==> src/rtl/ahb_lite_master_pkg.sv <==
// Shared AHB-Lite encodings, master state types and command legality helper
// for the single-transfer AHB-Lite initiator.
//
// Contents:
//   HTRANS_*, HSIZE_*, HBURST_SINGLE, HRESP_*  AHB-Lite field encodings
//   bus_state_e                                running / two-cycle ERROR handling
//   dbg_state_t                                observable master state
//   cmd_legal()                                size/alignment check on a command
package ahb_lite_master_pkg;

  localparam logic [1:0] HTRANS_IDLE   = 2'b00;
  localparam logic [1:0] HTRANS_BUSY   = 2'b01;
  localparam logic [1:0] HTRANS_NONSEQ = 2'b10;
  localparam logic [1:0] HTRANS_SEQ    = 2'b11;

  localparam logic [2:0] HSIZE_BYTE = 3'b000;
  localparam logic [2:0] HSIZE_HALF = 3'b001;
  localparam logic [2:0] HSIZE_WORD = 3'b010;

  localparam logic [2:0] HBURST_SINGLE = 3'b000;

  localparam logic HRESP_OKAY  = 1'b0;
  localparam logic HRESP_ERROR = 1'b1;

  // ST_ERR spans the cycles between the first (HREADY=0) and second
  // (HREADY=1) cycle of a slave ERROR response.
  typedef enum logic {
    ST_RUN = 1'b0,
    ST_ERR = 1'b1
  } bus_state_e;

  typedef struct packed {
    bus_state_e state;
    logic       a_vld;
    logic       d_vld;
  } dbg_state_t;

  // Byte, half and word transfers only; half needs addr[0]=0, word addr[1:0]=0.
  function automatic logic cmd_legal(input logic [2:0] size, input logic [1:0] addr_lo);
    case (size)
      HSIZE_BYTE: cmd_legal = 1'b1;
      HSIZE_HALF: cmd_legal = ~addr_lo[0];
      HSIZE_WORD: cmd_legal = (addr_lo == 2'b00);
      default:    cmd_legal = 1'b0;
    endcase
  endfunction

endpackage

==> src/rtl/ahb_lite_master.sv <==
// Single-transfer AHB-Lite initiator. Turns a valid/ready command stream into
// NONSEQ SINGLE transfers, overlapping the next address phase with the current
// data phase, and returns exactly one in-order response per accepted command.
//
// Ports:
//   HCLK, HRESET            clock, asynchronous active-high reset
//   cmd_valid/cmd_ready     command handshake
//   cmd_write/addr/size/wdata  command fields (wdata captured at acceptance)
//   rsp_valid/rsp_rdata/rsp_err  one-cycle response pulse, no backpressure
//   HADDR..HWDATA           registered AHB-Lite master outputs
//   HRDATA/HREADY/HRESP     AHB-Lite fabric inputs
//   dbg_state               current slot flags and error state
//
// Handshake: a command transfers on every rising HCLK where cmd_valid and
// cmd_ready are both 1. cmd_ready is combinational from state, HREADY and the
// command's own size/address, so the initiator may hold cmd_valid with any
// fields and sees cmd_ready rise only once that exact command can be taken.
// rsp_valid is a single-cycle pulse that cannot be stalled.
module ahb_lite_master
  import ahb_lite_master_pkg::*;
#(
  parameter bit         PIPELINE  = 1'b1,
  parameter logic [3:0] HPROT_VAL = 4'b0011
) (
  input  logic        HCLK,
  input  logic        HRESET,
  input  logic        cmd_valid,
  output logic        cmd_ready,
  input  logic        cmd_write,
  input  logic [31:0] cmd_addr,
  input  logic [2:0]  cmd_size,
  input  logic [31:0] cmd_wdata,
  output logic        rsp_valid,
  output logic [31:0] rsp_rdata,
  output logic        rsp_err,
  output logic [31:0] HADDR,
  output logic [1:0]  HTRANS,
  output logic [2:0]  HSIZE,
  output logic [2:0]  HBURST,
  output logic [3:0]  HPROT,
  output logic        HWRITE,
  output logic [31:0] HWDATA,
  input  logic [31:0] HRDATA,
  input  logic        HREADY,
  input  logic        HRESP,
  output dbg_state_t  dbg_state
);

  bus_state_e  state_q, state_d;
  logic        a_vld_q, a_vld_d;     // command in address slot (drives HADDR/HWRITE/HSIZE)
  logic        d_vld_q, d_vld_d;     // command in data slot
  logic        d_write_q, d_write_d; // direction of the data-slot command
  logic [31:0] a_wdata_q, a_wdata_d; // write data waiting for its data phase

  logic [31:0] haddr_d;
  logic [1:0]  htrans_d;
  logic [2:0]  hsize_d;
  logic        hwrite_d;
  logic [31:0] hwdata_d;
  logic        rsp_valid_d;
  logic [31:0] rsp_rdata_d;
  logic        rsp_err_d;

  logic legal;
  logic in_err;
  logic slot_ok;
  logic a_adv;
  logic d_done;
  logic accept;
  logic acc_legal;
  logic acc_illegal;

  assign HBURST = HBURST_SINGLE;
  assign HPROT  = HPROT_VAL;

  assign dbg_state.state = state_q;
  assign dbg_state.a_vld = a_vld_q;
  assign dbg_state.d_vld = d_vld_q;

  always_comb begin
    legal  = cmd_legal(cmd_size, cmd_addr[1:0]);
    in_err = (state_q == ST_ERR);

    // While in ST_ERR the address slot is parked (HTRANS is IDLE), so the
    // HREADY=1 of the second error cycle must not advance it.
    a_adv  = a_vld_q && !in_err && HREADY;
    d_done = d_vld_q && HREADY;

    // A legal command needs the address slot to be free by the next edge.
    // Without pipelining nothing may remain in flight after this edge, which
    // rules out an address phase still moving into the data slot.
    if (PIPELINE) slot_ok = !a_vld_q || HREADY;
    else          slot_ok = !a_vld_q && (!d_vld_q || HREADY);

    // Illegal commands wait for an empty bus so their error response cannot
    // overtake or collide with a real transfer's response.
    cmd_ready = !HRESET && !in_err &&
                (legal ? slot_ok : (!a_vld_q && !d_vld_q));

    accept      = cmd_valid && cmd_ready;
    acc_legal   = accept && legal;
    acc_illegal = accept && !legal;

    state_d     = state_q;
    a_vld_d     = a_vld_q;
    d_vld_d     = d_vld_q;
    d_write_d   = d_write_q;
    a_wdata_d   = a_wdata_q;
    haddr_d     = HADDR;
    hsize_d     = HSIZE;
    hwrite_d    = HWRITE;
    hwdata_d    = HWDATA;
    rsp_valid_d = 1'b0;
    rsp_rdata_d = '0;
    rsp_err_d   = 1'b0;

    // Data slot: completes on HREADY; a lone HRESP=1 with HREADY=0 is the
    // first cycle of an ERROR response.
    if (d_done) begin
      d_vld_d     = 1'b0;
      state_d     = ST_RUN;
      rsp_valid_d = 1'b1;
      rsp_err_d   = (HRESP == HRESP_ERROR);
      rsp_rdata_d = (HRESP == HRESP_OKAY && !d_write_q) ? HRDATA : '0;
    end else if (d_vld_q && HRESP == HRESP_ERROR) begin
      state_d = ST_ERR;
    end

    // Address slot hands over to the data slot; HWDATA follows one cycle later.
    if (a_adv) begin
      a_vld_d   = 1'b0;
      d_vld_d   = 1'b1;
      d_write_d = HWRITE;
      hwdata_d  = a_wdata_q;
    end

    if (acc_legal) begin
      a_vld_d   = 1'b1;
      haddr_d   = cmd_addr;
      hsize_d   = cmd_size;
      hwrite_d  = cmd_write;
      a_wdata_d = cmd_wdata;
    end

    if (acc_illegal) begin
      rsp_valid_d = 1'b1;
      rsp_err_d   = 1'b1;
    end

    // A pending address phase is hidden (IDLE) for the rest of an ERROR
    // response and reappears as NONSEQ once the error completes.
    htrans_d = (a_vld_d && state_d == ST_RUN) ? HTRANS_NONSEQ : HTRANS_IDLE;
  end

  always_ff @(posedge HCLK or posedge HRESET) begin
    if (HRESET) begin
      state_q   <= ST_RUN;
      a_vld_q   <= 1'b0;
      d_vld_q   <= 1'b0;
      d_write_q <= 1'b0;
      a_wdata_q <= '0;
      HADDR     <= '0;
      HTRANS    <= HTRANS_IDLE;
      HSIZE     <= HSIZE_WORD;
      HWRITE    <= 1'b0;
      HWDATA    <= '0;
      rsp_valid <= 1'b0;
      rsp_rdata <= '0;
      rsp_err   <= 1'b0;
    end else begin
      state_q   <= state_d;
      a_vld_q   <= a_vld_d;
      d_vld_q   <= d_vld_d;
      d_write_q <= d_write_d;
      a_wdata_q <= a_wdata_d;
      HADDR     <= haddr_d;
      HTRANS    <= htrans_d;
      HSIZE     <= hsize_d;
      HWRITE    <= hwrite_d;
      HWDATA    <= hwdata_d;
      rsp_valid <= rsp_valid_d;
      rsp_rdata <= rsp_rdata_d;
      rsp_err   <= rsp_err_d;
    end
  end

endmodule

==> config.mk <==
export PLATFORM = sky130hd
export DESIGN_NAME = ahb_lite_master
export DESIGN_NICKNAME = d
export VERILOG_FILES = /design/src/rtl/ahb_lite_master_pkg.sv /design/src/rtl/ahb_lite_master.sv
export SDC_FILE = /design/constraint.sdc
export NUM_CORES = 1
export LEC_CHECK = 0
export CAP_MARGIN = 10
export CORE_ASPECT_RATIO = 0.6
export CORE_MARGIN = 2
export CORE_UTILIZATION = 42
export DETAILED_ROUTE_END_ITERATION = 10
export PLACE_DENSITY = 0.8
export SYNTH_ARGS = -nofsm -noshare
export SYNTH_HDL_FRONTEND = slang
export SYNTH_SLANG_ARGS = --single-unit
==> constraint.sdc <==
create_clock -name HCLK -period 6.2 [get_ports HCLK]
set_input_delay 1.24 -clock HCLK [delete_from_list [all_inputs] [get_ports HCLK]]
set_output_delay 1.24 -clock HCLK [all_outputs]
set_load 0.01 [all_outputs]
* Word level (Yosys, flattened, before mapping)
Cells that the tools add are included. W data, S select, Z words.
Operators by class: $add $sub $neg 0, multipliers 0, divide/modulo/power cells 0, magnitude comparators 0, equality and inequality tests 2, shift-type cells 0, muxes and demuxes 15, bitwise logic cells 3, reduce and logical (&&, ||, !) cells 22
Operators by type and width (count):
- $mux W32 | 2
- $logic_and A1 B1 Y1 | 12
- $mux W1 | 11
- $logic_not A1 Y1 | 6
- $eq A3 B1 Y1 const B | 1
- $eq A3 B2 Y1 const B | 1
- $logic_not A3 Y1 | 1
- $not A1 Y1 | 3
- $pmux W1 S3 | 1
- $logic_not A2 Y1 | 1
- $mux W2 | 1
- $reduce_bool A2 Y1 | 1
- $logic_or A1 B1 Y1 | 1
Storage, ports and cells: flip-flop bits (word level) 140, latch bits 0, RAM bits 0, memory bits (read-only) 0, bits of input ports 105, output and inout bits 115, logic and storage cells 55, memories kept 0

* Depth between registers and ports, before layout
depth after elaboration 9, gate-level depth with buffers 6, gate-level depth less buffers 4

* Worst setup path before layout
Ideal clock, no wire load.
path kind input to output, start input port cmd_size[0], end output port cmd_ready, data arrival time 2.333 ns, required time 4.960 ns, setup slack 2.627 ns, stages on the path 4, buffers on the path 0, cell sequence or3_1 > a21oi_2 > nor2_1 > o41ai_1
Between the ends: longest elaborated chain between the ends 4, elaborated cells between the ends (all ways) 6, those cells by class eq/ne (2); mux (2); reduce/logical (2)
RTL lines:
- from (decl) | line ahb_lite_master.sv:31 | input logic [2:0] cmd_size,
- $eq A3 B2 Y1 (tied with other cells) | line ahb_lite_master_pkg.sv:40 | case (size)
- $pmux W1 S3 (*) | line ahb_lite_master_pkg.sv:40
- $mux W1 (*) | line ahb_lite_master.sv:98 | (legal ? slot_ok : (!a_vld_q && !d_vld_q));
- $logic_and A1 B1 Y1 (*) | line ahb_lite_master.sv:97 | cmd_ready = !HRESET && !in_err &&
- to (decl) | line ahb_lite_master.sv:28 | output logic cmd_ready,
Mark *: on every way between the ends. The rest lies on a longest branch, timed or not.

* Final worst setup path
Same ends and word-level chain as after synthesis.

==> flow_metrics.env <==
export IMPL_outcome="complete, no violations"
export IMPL_antenna_found_initial=0
export IMPL_clock_fmax_mhz=220
export IMPL_numCtsBuffers=17
export IMPL_skew_ps=6.75
export IMPL_cts_resized=0
export IMPL_setup_tns_final_ps=0
export IMPL_worst_endpoint_arrival_ps=3310
export IMPL_synth_seq_cells=139
export IMPL_peakVddDrop_mv=0.220
export IMPL_cts_max_path_buffers=2
export IMPL_area_growth_pct=55.5
export IMPL_synth_edf_count=0
export IMPL_slew_limit_headroom_pct=42.3
export IMPL_r2r_slack_ps=4120
export IMPL_wl_per_cell_um=16.4
export IMPL_crit_top_cell="clkdlybuf4s50_1"
export IMPL_die_area_um2=13100
export IMPL_dr_total_vias=3337
export IMPL_die_h_um=89.6
export IMPL_grt_pass1_wl_um=18400
export IMPL_min_to="HADDR[14]$_DFFE_PP0P_"
export IMPL_required_ps=4960
export IMPL_yosysWarnings=0
export IMPL_period_share_pct=73.4
export IMPL_vias_per_cell=4.65
export IMPL_finalCriticalPeriod_ps=4550
export IMPL_design_portCount=220
export IMPL_place_port_buffers=211
export IMPL_p_leak_nw=3.51
export IMPL_start_kind="primary input"
export IMPL_grt_overflow_total=0
export IMPL_hold_path_class="register to register"
export IMPL_dr_pass1_iters=4
export IMPL_path_class="primary input to primary output"
export IMPL_cts_sinks=139
export IMPL_worst_hold_path_num_cells=1
export IMPL_grt_pass1_vias=3567
export IMPL_async_reset_ff_share_pct=100
export IMPL_routed_wl_um=11800
export IMPL_yosysTopAreaCellShare_pct=67.3
export IMPL_drive_above_1_share_pct=22.1
export IMPL_gp_congestion=0.762
export IMPL_crit_chain="clkdlybuf4s50_1 -> or3_1 -> a21oi_2 -> nor2_1 -> o41ai_1 -> clkdlybuf4s50_1"
export IMPL_reg2regPathDepth=5
export IMPL_cts_root_buf="clkbuf_16"
export IMPL_critPathBufInv=2
export IMPL_die_x_um=147
export IMPL_tightest_slew_ps=865
export IMPL_crit_cells=6
export IMPL_initialDrtViolationCount=112
export IMPL_rsz0062_at_grt="false"
export IMPL_synthFlopType="dfrtp_1"
export IMPL_cp_top_family="buffers and inverters"
export IMPL_min_from="HADDR[14]$_DFFE_PP0P_"
export IMPL_n_fill_cell=834
export IMPL_postCtsSetupBuffers=0
export IMPL_grt_max_degree=100
export IMPL_insertedDiodeCount=0
export IMPL_drv_cap=0
export IMPL_synthDistinctLibCells=26
export IMPL_powerDensity_nw_per_um2=435
export IMPL_nets=644
export IMPL_ctsHoldBuffers=0
export IMPL_total_power_w=0.00347
export IMPL_rr_startpoint="in_err$_DFF_PP0_"
export IMPL_crit_slowest_cell="clkdlybuf4s50_1"
export IMPL_syn_cell_area_um2=5130
export IMPL_maxSlewViolCount=0
export IMPL_end_kind="primary output"
export IMPL_synth_largest_area_cell="dfrtp_1"
export IMPL_start_util_pct=42.8
export IMPL_hold_violations=0
export IMPL_cp_slowest_stage_delay_ps=620
export IMPL_rows=31
export IMPL_h_tree_depth=4
export IMPL_cts_tree="yes"
export IMPL_synthTopCellsByCount="dfrtp_1 (138), mux2_2 (81), and2_1 (32)"
export IMPL_yosys_top_cells_area="dfrtp_1 (67%), mux2_2 (18%), mux2_1 (4.2%), and2_1 (3.9%), buf_4 (1.8%)"
export IMPL_ant_nets=0
export IMPL_core_area_um2=12000
export IMPL_crit_fanout=6
export IMPL_insertion_delay_ps=410
export IMPL_yosysMostFrequentCell="dfrtp_1"
export IMPL_ys_seq_area_share_pct=67.8
export IMPL_setup_violations=0
export IMPL_rr_endpoint="a_wdata_q[10]$_DFFE_PP0P_"
export IMPL_syn_area_per_cell_um2=15.9
export IMPL_drc_errors=0
export IMPL_grt_usage_pct=18.4
export IMPL_dp_hpwl_um=8350
export IMPL_syn_instance_count=323
export IMPL_path_clk_slew_ps=60
-- layout by cell type (no fill, tap or decap), types with 4 or more instances in the layout --
| cell | netlist | layout |
|---|---|---|
| and2_1 | 32 | 32 |
| buf_4 | 12 | 5 |
| clkbuf_16 | 0 | 17 |
| clkdlybuf4s50_1 | 0 | 211 |
| clkinv_4 | 0 | 4 |
| conb_1 | 2 | 8 |
| dfrtp_1 | 138 | 138 |
| mux2_1 | 19 | 19 |
| mux2_2 | 81 | 81 |
-- where the power goes --
group          internal [W]  switching (W)
combinational      0.000670       0.000363
clock              0.000647       0.000384
sequential          0.00124       0.000169
-- cells by family (layout without fill, tap and decap cells) --
| family | after synthesis | in the layout | synth area share, % |
|---|---|---|---|
| flops | 139 | 139 | 67.8 |
| buf+inv | 27 | 250 | 3.24 |
| simple gates | 46 | 46 | 5.49 |
| compound gates | 9 | 9 | 1.32 |
| other cells | 2 | 8 | 0.146 |
| mux | 100 | 100 | 22.0 |
-- through the flow --
stage,instance area (um^2),hold slack [ps],setup WS [ps],util [%],std cells
after detailed placement,7360,474,1640,61.4,685
after global placement,7360,467,1660,61.4,685
after floorplan,5150,477,1240,-,329
after CTS,7980,493,1630,66.5,717
after global routing,7980,512,1520,66.5,717
final,7980,487,1650,66.5,717
-- registers in the layout, summed over array words and instances, names as in the netlist --
register   count
HADDR         32
HWDATA        32
a_wdata_q     32
rsp_rdata     32
HSIZE          3
HTRANS         1
HWRITE         1
a_vld_q        1
d_vld_q        1
d_write_q      1
in_err         1
rsp_err        1
rsp_valid      1
-- worst register-to-register path, delay by kind of cell, from the launching register on --
kind	cells	cell delay (ps)
simple gates	3	610
buf+inv	1	490
flops	1	430
mux	1	430
-- how the worst max path moves through the flow --
stage / startpoint / end
floorplan: HRESET / HADDR[0]$_DFFE_PP0P_
global placement: cmd_size[0] / cmd_ready
detailed placement: cmd_size[0] / cmd_ready
CTS: cmd_size[0] / cmd_ready
global route: cmd_size[0] / cmd_ready
finish: cmd_size[0] / cmd_ready
-- layer usage --
layer / up-vias / global-route usage, % / part of all wire (%)
met5: - / 0 / 0
met4: 0 / 6.18 / 1.9
met3: 23 / 8.13 / 9.2
met2: 150 / 30.4 / 48
met1: 1647 / 22.0 / 41
li1: 1517 / - / -
-- final cells by class --
type / instances / area, um^2 / share of cell area (%)
Inverter: 2 / 12.5 / 0.157
Multi-Input combinational cell: 163 / 1520 / 19.0
Clock buffer: 19 / 443 / 5.55
Timing Repair Buffer: 216 / 2150 / 27.0
Clock inverter: 13 / 168 / 2.10
Sequential cell: 139 / 3480 / 43.6
Tap cell: 165 / 206 / 2.59
No activity file was read; power rests on OpenSTA's default activity.
